==> config.mk <==
export PLATFORM = sky130hd
export DESIGN_NAME = fetch_stage
export DESIGN_NICKNAME = d
export VERILOG_FILES = /design/src/rtl/fetch_stage_pkg.sv /design/src/rtl/fetch_stage_sat_counter.sv /design/src/rtl/fetch_stage.sv
export SDC_FILE = /design/constraint.sdc
export NUM_CORES = 1
export LEC_CHECK = 0
export ABC_AREA = 0
export BUFFER_PORTS_ARGS = -buffer_cell sky130_fd_sc_hd__buf_2
export CAP_MARGIN = 20
export CORE_ASPECT_RATIO = 0.9
export CORE_UTILIZATION = 45
export DETAILED_ROUTE_END_ITERATION = 8
export PLACE_DENSITY = 0.75
export RECOVER_POWER = 50
export SLEW_MARGIN = 10
export SYNTH_ARGS = -nofsm -noshare
export SYNTH_HDL_FRONTEND = slang
export SYNTH_SLANG_ARGS = --single-unit
==> constraint.sdc <==
create_clock -name clk -period 2.2 [get_ports clk]
set_input_delay 0.44 -clock clk [delete_from_list [all_inputs] [get_ports clk]]
set_output_delay 0.44 -clock clk [all_outputs]
set_load 0.005 [all_outputs]
==> src/rtl/fetch_stage_pkg.sv <==
// Shared pipeline definitions for the RV32I front end: NOP encoding,
// reset PC default and fetch FSM state encoding.
package fetch_stage_pkg;

    localparam logic [31:0] NOP_INST         = 32'h0000_0013;
    localparam logic [31:0] RESET_PC_DEFAULT = 32'h0000_0000;

    typedef enum logic [1:0] {
        ST_BOOT  = 2'd0,
        ST_RUN   = 2'd1,
        ST_STALL = 2'd2
    } fetch_state_e;

    // Word-aligned redirect address; the low two bits are dropped.
    function automatic logic [31:0] align_word(input logic [31:0] addr);
        return {addr[31:2], 2'b00};
    endfunction

endpackage

==> src/rtl/fetch_stage_sat_counter.sv <==
// 32-bit event counter that sticks at all-ones instead of wrapping.
module sat_counter (
    input  logic        clk,
    input  logic        rst_n,
    input  logic        i_en,
    output logic [31:0] o_count
);

    logic [31:0] r_count;

    // NOTE: reset is synchronous, so rst_n is sampled only inside the clocked block.
    always_ff @(posedge clk) begin
        if (!rst_n) begin
            r_count <= '0;
        end else if (i_en && (r_count != 32'hFFFF_FFFF)) begin
            r_count <= r_count + 32'd1;
        end
    end

    assign o_count = r_count;

endmodule

==> src/rtl/fetch_stage.sv <==
// Instruction-fetch stage: owns the PC, drives the instruction side of the
// shared memory port and produces the IF/ID pipeline register.
module fetch_stage
    import fetch_stage_pkg::*;
#(
    parameter logic [31:0] RESET_PC = RESET_PC_DEFAULT,
    parameter int          XLEN     = 32
) (
    input  logic            clk,
    input  logic            rst_n,
    input  logic            stall,
    input  logic            branch_taken,
    input  logic [XLEN-1:0] branch_target,
    output logic            imem_req,
    output logic [XLEN-1:0] imem_addr,
    input  logic [XLEN-1:0] imem_rdata,
    output logic [XLEN-1:0] if_id_pc,
    output logic [XLEN-1:0] if_id_pc_plus4,
    output logic [XLEN-1:0] if_id_inst,
    output logic            if_id_valid,
    output logic            fetch_misaligned,
    output logic [31:0]     fetch_count,
    output logic [31:0]     stall_count
);

    fetch_state_e r_state;
    logic [31:0]  r_pc;
    logic [31:0]  r_if_id_pc;
    logic [31:0]  r_if_id_pc_plus4;
    logic [31:0]  r_if_id_inst;
    logic         r_if_id_valid;
    logic         r_misaligned;

    logic         w_active;
    logic         w_redirect;
    logic         w_stall_evt;
    logic         w_fetch;
    logic [31:0]  w_pc_plus4;

    // BOOT ignores both redirect and stall; otherwise redirect beats stall.
    assign w_active    = (r_state != ST_BOOT);
    assign w_redirect  = w_active && branch_taken;
    assign w_stall_evt = w_active && !branch_taken && stall;
    assign w_fetch     = w_active && !branch_taken && !stall;
    assign w_pc_plus4  = r_pc + 32'd4;

    assign imem_req  = w_fetch;
    assign imem_addr = r_pc;

    // NOTE: all state uses non-blocking assignments so every register sees pre-edge values.
    always_ff @(posedge clk) begin
        if (!rst_n) begin
            r_state          <= ST_BOOT;
            r_pc             <= RESET_PC;
            r_if_id_pc       <= '0;
            r_if_id_pc_plus4 <= '0;
            r_if_id_inst     <= NOP_INST;
            r_if_id_valid    <= 1'b0;
            r_misaligned     <= 1'b0;
        end else begin
            r_misaligned <= 1'b0;
            case (r_state)
                ST_BOOT: begin
                    r_state <= ST_RUN;
                end
                ST_RUN, ST_STALL: begin
                    if (w_redirect) begin
                        r_pc          <= align_word(branch_target);
                        r_if_id_inst  <= NOP_INST;
                        r_if_id_valid <= 1'b0;
                        r_misaligned  <= (branch_target[1:0] != 2'b00);
                        r_state       <= ST_RUN;
                    end else if (w_stall_evt) begin
                        r_state <= ST_STALL;
                    end else begin
                        r_if_id_pc       <= r_pc;
                        r_if_id_pc_plus4 <= w_pc_plus4;
                        r_if_id_inst     <= imem_rdata;
                        r_if_id_valid    <= 1'b1;
                        r_pc             <= w_pc_plus4;
                        r_state          <= ST_RUN;
                    end
                end
                default: begin
                    r_state <= ST_BOOT;
                end
            endcase
        end
    end

    assign if_id_pc         = r_if_id_pc;
    assign if_id_pc_plus4   = r_if_id_pc_plus4;
    assign if_id_inst       = r_if_id_inst;
    assign if_id_valid      = r_if_id_valid;
    assign fetch_misaligned = r_misaligned;

    sat_counter u_fetch_cnt (
        .clk     (clk),
        .rst_n   (rst_n),
        .i_en    (w_fetch),
        .o_count (fetch_count)
    );

    sat_counter u_stall_cnt (
        .clk     (clk),
        .rst_n   (rst_n),
        .i_en    (w_stall_evt),
        .o_count (stall_count)
    );

endmodule
==> impl_summary.log, run 1 <==
[metrics] outcome: finished, final reports clean
[metrics] end of the worst hold path: if_id_inst[5]
[metrics] FF-to-FF End: u_fetch_cnt.o_count[29]
[metrics] final WL: 25600 µm
[metrics] post-synthesis register bit count: 190
[metrics] number of cells on the worst hold path: 3
[metrics] startpoint of the lowest-slack hold path: imem_rdata[5]
[metrics] count of input and output buffers: 256
[metrics] Placer Congestion: 0.854
[metrics] fin cells: 1542
[metrics] arrival time at the worst endpoint: 2.49 ns
[metrics] Iteration-0 DRC Markers: 580
[metrics] total number of vias: 8672
[metrics] Post-Route Setup TNS: 0 ns
[metrics] boundary pin count: 263
[metrics] kind of path behind the tightest hold check: input pin to register
[metrics] Fill cells: 1658
[metrics] number of nets in the layout: 1359
[metrics] maximum number of pins on one net before global-route repair: 80
[metrics] clock sink count: 190
[metrics] cells on worst reg2reg path: 7
[metrics] layout cells sized above 1: 0.224
[metrics] max_slew headroom: 0.574
[metrics] worst r2r src: r_state[1]
[metrics] number of setup buffers added after CTS: 0
[metrics] total setup violations reported at the end of the flow: 0
[metrics] total congestion overflow: 0
[metrics] synth warn: 0
[metrics] clock latency reported for the late side of the worst-skew pair: 0.44 ns
[metrics] startpoint class of the critical path: register
[metrics] Leakage Power: 4.19 nW
[metrics] shortest period the worst path allows: 2.11 ns
[metrics] number of antenna-violating nets in the routed design: 0
[metrics] count of flip-flops with a built-in enable after synthesis: 0
[metrics] count of endpoints failing hold in the final timing report: 0
[metrics] layout overhead on the synthesized area: 29.5%
[metrics] initial antenna violation count: 3
[metrics] count of placed standard cells including taps: 1507
[metrics] Floorplan Core Area: 17900 µm²
[metrics] fraction of the yosys area taken by sequential cells: 0.456
[metrics] number of library cell types mapped by synthesis: 53
[metrics] drc violations: 0
[metrics] Final period util: 0.960
[metrics] Max Slew Vio Count: 0
[metrics] maximum clock skew at final layout: 0.0128 ns
[metrics] Die ar.: 19100 µm²
[metrics] actual slew at the worst max-slew pin: 0.638 ns
[metrics] Fmax: 0.473 GHz
[metrics] register-to-register setup slack: 0.09 ns
[metrics] Async SR Flop Fraction: 0
[metrics] clock tree root driver cell: clkbuf_16
[metrics] power per cell area: 741 nW/µm²
[metrics] detail-routed net length per standard cell: 16.6 µm
[metrics] Final HPWL DP: 17900 µm
[metrics] most frequent cells in the layout: dfxtp_1, buf_2, nand2_1, clkbuf_1, a21oi_1
[metrics] most frequently used flop master after synthesis: dfxtp_1
[metrics] number of buffers added by the clock tree synthesis step: 17
[metrics] Seq. cell area: 3800 µm²
[metrics] count of H-tree levels built during CTS: 4
[metrics] global-route total usage across every layer: 0.260
[metrics] largest fanout on the critical path: 4
[metrics] area of all placed cells without fillers: 10800 µm²
[metrics] most frequent standard cell in the layout excluding fill and tap cells: dfxtp_1
[metrics] clock-pin slew on the worst setup and hold paths: 0.08 ns
[metrics] Horiz. Die Dim: 146 µm
[metrics] WHS: 0.245 ns
[metrics] critical path endpoint category: register
[metrics] vias in the first global route: 7846
[metrics] max-capacitance violation count: 0
[metrics] average instance area after synthesis: 8.37 µm²
[metrics] starting utilization of the core area: 0.466
[metrics] category of the critical setup timing path: register to register
[metrics] post-synthesis cell area: 8350 µm²
[metrics] number of placement rows: 46
[metrics] TritonCTS clock tree: yes
[metrics] number of buffers on the longest clock path: 2
[metrics] Worst EP required: 2.58 ns
[metrics] area used by multi-input combinational logic: 4250 µm²
[metrics] maximum vdd drop: 0.000444 V
[metrics] count of mapped cells out of synthesis: 997
[metrics] placement-stage cell area: 10400 µm²
[metrics] vertical die dimension: 131 µm
[metrics] ratio of routed vias to standard cells: 5.62
[metrics] first-pass GRT wire length: 40100 µm
[metrics] unrepaired setup endpoints after global routing: no
[metrics] DR pass1 iterations: 5
==> layout make-up <==
class	instances	area share
multi-input cells	723	0.394
flip-flops and latches	190	0.352
repair buffers	337	0.161
clock buffers	18	0.0397
well taps	240	0.0278
clock inverters	14	0.0186
inverters	17	0.00614
diodes	3	0.000695
==> what timing repair did <==
| action | in CTS | in global routing |
|---|---|---|
| gates resized for setup | 0 | 8 |
| hold buffers | 0 | 0 |
| endpoints found under the setup margin | 0 | 13 |
==> report_power, final <==
group	switching, mW	total, mW	internal [mW]
Clock	1.48	3.32	1.84
Sequential	0.119	3.71	3.59
Combinational	0.589	0.971	0.382
==> registers in the layout, summed over array words and instances, names as in the netlist <==
signal,flops
if_id_inst,32
u_fetch_cnt.o_count,32
u_stall_cnt.o_count,32
if_id_pc,30
if_id_pc_plus4,30
imem_addr,30
r_state,2
fetch_misaligned,1
if_id_valid,1
==> worst max-delay path by stage <==
stage | start | endpoint | slack, ns | cells after the start
finish | r_state[1] | u_fetch_cnt.o_count[29] | 0.09 | 7
global route | r_state[1] | u_fetch_cnt.o_count[29] | 0.01 | 7
CTS | r_state[1] | u_stall_cnt.o_count[26] | 0.05 | 7
detailed placement | branch_taken | u_fetch_cnt.o_count[29] | 0.03 | 6
global placement | branch_taken | u_fetch_cnt.o_count[29] | 0.06 | 6
floorplan | u_stall_cnt.o_count[0] | u_stall_cnt.o_count[25] | 0.009 | 7
==> Yosys cell counts, types with 20 or more instances <==
library cell | number | share of area
a21oi_1 | 90 | 0.054
a22oi_1 | 51 | 0.046
clkbuf_1 | 57 | 0.026
dfxtp_1 | 190 | 0.46
mux2i_1 | 20 | 0.024
nand2_1 | 140 | 0.063
nand2b_1 | 20 | 0.015
nand3_1 | 35 | 0.021
nand4_1 | 32 | 0.024
nor2_1 | 72 | 0.032
nor4_1 | 20 | 0.015
o21ai_0 | 49 | 0.029
or3_1 | 20 | 0.015
xnor2_1 | 22 | 0.023
==> metal layers <==
| metal | GRT usage | up-vias | share of wire |
|---|---|---|---|
| met4 | 0.0819 | 0 | 0.013 |
| met3 | 0.0698 | 30 | 0.075 |
| met1 | 0.334 | 4085 | 0.44 |
| met5 | 0 | - | 0 |
| met2 | 0.424 | 375 | 0.47 |
| li1 | - | 4182 | - |
==> through the flow <==
step | setup WS, ns | util | power [mW]
2_1_floorplan | 0.00948 | - | 4.30
3_3_place_gp | 0.0605 | 0.578 | 4.77
3_5_place_dp | 0.0286 | 0.578 | 4.80
4_1_cts | 0.0511 | 0.614 | 8.10
5_1_grt | 0.0104 | 0.604 | 8.31
6_report | 0.0873 | 0.604 | 8.01
==> kinds of logic after synthesis <==
family          count (synthesis)  synth area share
simple gates                  399             0.242
compound gates                258             0.191
flops                         190             0.456
buf+inv                        89            0.0432
xor+xnor                       35            0.0367
mux                            20            0.0240
fa+ha+maj                       5           0.00750
other cells                     1          0.000449
==> critical path, cell delays in order, from the launching register on <==
cell,delay [ns]
dfxtp_1,0.35
inv_1,0.05
ha_2,0.20
nor3_4,0.18
nand4_2,0.13
or4_4,0.52
or4_1,0.48
a21oi_1,0.15
(Power assumes the default switching activity.)
==> run 2, diff against run 1 <==
- ABC_AREA: 0 -> 1
- PLACE_DENSITY: 0.75 -> 0.73
==> run 2 against run 1 <==
Effect of this change: worst setup slack improved by 0.080 ns; cell count rose by 25%; clock skew rose by 0.0061 ns; clock-buffer cell count fell by 1; critical endpoint is now imem_req; highest routed layer unchanged.
==> impl_summary.log, run 2 <==
[metrics] outcome: finished, final reports clean (unchanged)
[metrics] Yosys top cell area share: 0.402 (was 0.456)
[metrics] worst r2r src: imem_addr[3] (was r_state[1])
[metrics] Leakage Power: 4.61 nW (was 4.19 nW)
[metrics] count of input and output buffers: 256 (unchanged)
[metrics] final WL: 27900 µm (was 25600 µm)
[metrics] cells resized by post-CTS repair: 0 (unchanged)
[metrics] number of library cell types mapped by synthesis: 39 (was 53)
[metrics] number of buffers on the longest clock path: 2 (unchanged)
[metrics] clock latency reported for the late side of the worst-skew pair: 0.43 ns (was 0.44 ns)
[metrics] startpoint class of the critical path: register (unchanged)
[metrics] total setup violations reported at the end of the flow: 0 (unchanged)
[metrics] TritonCTS clock tree: yes (unchanged)
[metrics] number of buffers added by the clock tree synthesis step: 17 (unchanged)
[metrics] unrepaired setup endpoints after global routing: no (unchanged)
[metrics] power dissipated by switching net loads: 2.10 mW (was 2.19 mW)
[metrics] slowest cell on the critical path: nor3_4 (was or4_4)
[metrics] count of mapped cells out of synthesis: 1403 (was 997)
[metrics] detail-routed net length per standard cell: 14.4 µm (was 16.6 µm)
[metrics] clock tree root driver cell: clkbuf_16 (unchanged)
[metrics] most frequent cells in the layout: nand2_1, dfxtp_1, nor2_1, buf_2, a21oi_1 (was dfxtp_1, buf_2, nand2_1, clkbuf_1, a21oi_1)
[metrics] clock sink count: 190 (unchanged)
[metrics] post-synthesis register bit count: 190 (unchanged)
[metrics] Final period util: 0.924 (was 0.960)
[metrics] sequence of cells on the critical path: inv_1 -> ha_1 -> nor3_4 -> buf_2 (was inv_1 -> ha_2 -> nor3_4 -> nand4_2 -> or4_4 -> or4_1 -> a21oi_1)
[metrics] initial antenna violation count: 0 (was 3)
[metrics] Final HPWL DP: 20300 µm (was 17900 µm)
[metrics] Floorplan Core Area: 20300 µm² (was 17900 µm²)
[metrics] maximum number of pins on one net before global-route repair: 57 (was 80)
[metrics] fraction of the yosys area taken by sequential cells: 0.402 (was 0.456)
[metrics] Async SR Flop Fraction: 0 (unchanged)
[metrics] Int Pwr: 5.38 mW (was 5.82 mW)
[metrics] number of antenna-violating nets in the routed design: 0 (unchanged)
[metrics] starting utilization of the core area: 0.466 (about the same)
[metrics] total number of vias: 9787 (was 8672)
[metrics] maximum vdd drop: 0.000482 V (was 0.000444 V)
[metrics] portion of total power attributed to the clock network: 0.401 (was 0.415)
[metrics] Sequential Power Share: 0.493 (was 0.464)
[metrics] register-to-register setup slack: 0.21 ns (was 0.09 ns)
[metrics] count of endpoints failing hold in the final timing report: 0 (unchanged)
[metrics] vias in the first global route: 8807 (was 7846)
[metrics] shortest period the worst path allows: 2.03 ns (was 2.11 ns)
[metrics] Fmax: 0.492 GHz (was 0.473 GHz)
[metrics] max-capacitance violation count: 0 (unchanged)
[metrics] count of H-tree levels built during CTS: 4 (unchanged)
[metrics] Critical Path End: imem_req (was u_fetch_cnt.o_count[29])
[metrics] number of nets in the layout: 1715 (was 1359)
[metrics] library cell with the highest instance count after synthesis: nand2_1 (was dfxtp_1)
[metrics] max_slew headroom: 0.245 (was 0.574)
[metrics] power per cell area: 653 nW/µm² (was 741 nW/µm²)
[metrics] Worst EP required: 1.76 ns (was 2.58 ns)
[metrics] actual slew at the worst max-slew pin: 1.13 ns (was 0.638 ns)
[metrics] DR pass1 iterations: 5 (unchanged)
[metrics] ratio of routed vias to standard cells: 5.06 (was 5.62)
[metrics] layout overhead on the synthesized area: 21.1% (was 29.5%)
[metrics] post-cts hold buffer count: 0 (unchanged)
[metrics] switching share of power: 0.281 (was 0.273)
[metrics] number of placement rows: 49 (was 46)
[metrics] Iteration-0 DRC Markers: 752 (was 580)
[metrics] most frequent standard cell in the layout excluding fill and tap cells: nand2_1 (was dfxtp_1)
[metrics] Placer Congestion: 0.952 (was 0.854)
[metrics] post-synthesis cell area: 9470 µm² (was 8350 µm²)
[metrics] vertical die dimension: 140 µm (was 131 µm)
[metrics] synth warn: 0 (unchanged)
[metrics] drc violations: 0 (unchanged)
[metrics] category of the critical setup timing path: register to output pin (was register to register)
[metrics] most instantiated cells after synthesis: nand2_1, dfxtp_1, nor2_1, a21oi_1, inv_1 (was dfxtp_1, nand2_1, a21oi_1, nor2_1, clkbuf_1)
[metrics] Fill cells: 1995 (was 1658)
[metrics] sum of met3 wire segment lengths after detailed routing: 2020 µm (was 1930 µm)
[metrics] Critical Path Max Stage Delay: 0.37 ns (was 0.52 ns)
[metrics] dominant cell type by area after synthesis: dfxtp_1 (unchanged)
[metrics] total congestion overflow: 0 (unchanged)
[metrics] cells on worst reg2reg path: 10 (was 7)
[metrics] Core Util, Final: 0.565 (was 0.604)
[metrics] total buffers and inverters traversed by the critical path: 2 (was 1)
[metrics] leading post-synthesis cells by cell area: dfxtp_1, nand2_1, a21oi_1 (unchanged)
[metrics] global-route total usage across every layer: 0.256 (was 0.260)
[metrics] boundary pin count: 263 (unchanged)
[metrics] Die ar.: 21600 µm² (was 19100 µm²)
[metrics] Levels on crit path: 4 (was 7)
[metrics] first-pass GRT wire length: 44300 µm (was 40100 µm)
[metrics] most frequently used flop master after synthesis: dfxtp_1 (unchanged)
[metrics] sum of met2 wire segment lengths after detailed routing: 12600 µm (was 12000 µm)
[metrics] arrival time at the worst endpoint: 1.59 ns (was 2.49 ns)
[metrics] Max Slew Vio Count: 0 (unchanged)
[metrics] Highest Signal Layer: met4 (unchanged)
[metrics] Crit path max-delay family: simple AND/OR/NAND/NOR gates (unchanged)
[metrics] Worst Setup SP: r_state[0] (was r_state[1])
[metrics] count of flip-flops with a built-in enable after synthesis: 0 (unchanged)
[metrics] layout cells sized above 1: 0.170 (was 0.224)
[metrics] critical path endpoint category: output pin (was register)
[metrics] FF-to-FF End: if_id_pc_plus4[26] (was u_fetch_cnt.o_count[29])
[metrics] routed length on met1: 12700 µm (was 11400 µm)
[metrics] average instance area after synthesis: 6.75 µm² (was 8.37 µm²)
[metrics] Antenna Cells: 0 (was 3)
[metrics] number of setup buffers added after CTS: 0 (unchanged)
[metrics] maximum clock skew at final layout: 0.0189 ns (was 0.0128 ns)
[metrics] clock-pin slew on the worst setup and hold paths: 0.07 ns (was 0.08 ns)
[metrics] fraction of power consumed by combinational cells: 0.107 (was 0.121)
[metrics] kind of path behind the tightest hold check: input pin to register (unchanged)
[metrics] Post-Route Setup TNS: 0 ns (unchanged)
[metrics] largest fanout on the critical path: 3 (was 4)
[metrics] Horiz. Die Dim: 155 µm (was 146 µm)
[run 2: changes by cell type after synthesis, sizes merged, moves of 22 or more]
cell and delta:
a21oi +65, a22oi -26, clkbuf -24, inv +83
nand2 +366, nand3 +26, nand4 -26, nor2 +119
nor4 -22
[run 2: cells by family after synthesis]
family	after synthesis	synth area share
AO/OA/AOI/OAI	237	0.141
AND/OR/NAND/NOR	776	0.341
buffers and inverters	160	0.0771
other	1	0.000396
XOR/XNOR	34	0.0315
adder cells (fa/ha/maj)	5	0.00661
flip-flops	190	0.402
[run 2: metrics by stage]
stage                     power, mW  std cells  cell area [µm²]  hold WS [ns]  setup slack (ns)
final                          7.49       1935            11500         0.230             0.168
after global routing           7.80       1935            11500         0.213            0.0364
after CTS                      7.58       1935            11600         0.214             0.103
after detailed placement       4.59       1903            11000         0.455             0.263
after global placement         4.57       1903            11000         0.448             0.306
after floorplan                4.22       1408             9480         0.461             0.480
[run 2: power groups by stage]
stage / logic, mW / registers (mW) / clock network (mW)
3_3_place_gp: 0.811 / 3.76 / 0
6_report: 0.798 / 3.69 / 3.00
5_1_grt: 0.883 / 3.71 / 3.21
3_5_place_dp: 0.821 / 3.77 / 0
4_1_cts: 0.822 / 3.69 / 3.07
2_1_floorplan: 0.459 / 3.76 / 0
[run 2: layout make-up]
type / count / area, µm² / share of cell area
multi-input combinational: 1058 / 4950 / 0.432
sequential: 190 / 3800 / 0.332
timing repair buffer: 275 / 1400 / 0.122
clock buffer: 17 / 425 / 0.0371
inverter: 100 / 383 / 0.0334
tap: 280 / 350 / 0.0306
clock inverter: 15 / 145 / 0.0127
[run 2: worst min-delay path by stage]
stage / from / to / slack, ns / cells past startpoint
2_1_floorplan: if_id_pc_plus4[11] / if_id_pc_plus4[11] / 0.46 / 2
3_3_place_gp: if_id_inst[11] / if_id_inst[11] / 0.45 / 2
3_5_place_dp: if_id_inst[20] / if_id_inst[20] / 0.45 / 2
4_1_cts: imem_rdata[1] / if_id_inst[1] / 0.21 / 3
5_1_grt: imem_rdata[0] / if_id_inst[0] / 0.21 / 3
6_report: imem_rdata[1] / if_id_inst[1] / 0.23 / 3
[run 2: worst reg2reg max path, stage by stage, from the launching register on]
cell and delay [ns]:
dfxtp_1 0.44, ha_1 0.21, nand2_1 0.08, nor2_2 0.22
nand2_1 0.15, nor2_2 0.39, nand3_1 0.12, nand3_1 0.13
nand2_1 0.06, nand2_1 0.05, inv_1 0.05
[run 2: metal layers]
metal  up-vias  GRT usage
met5         -          0
met4         0     0.0683
met3        37     0.0610
met2       368      0.408
met1      4440      0.344
li1       4942          -
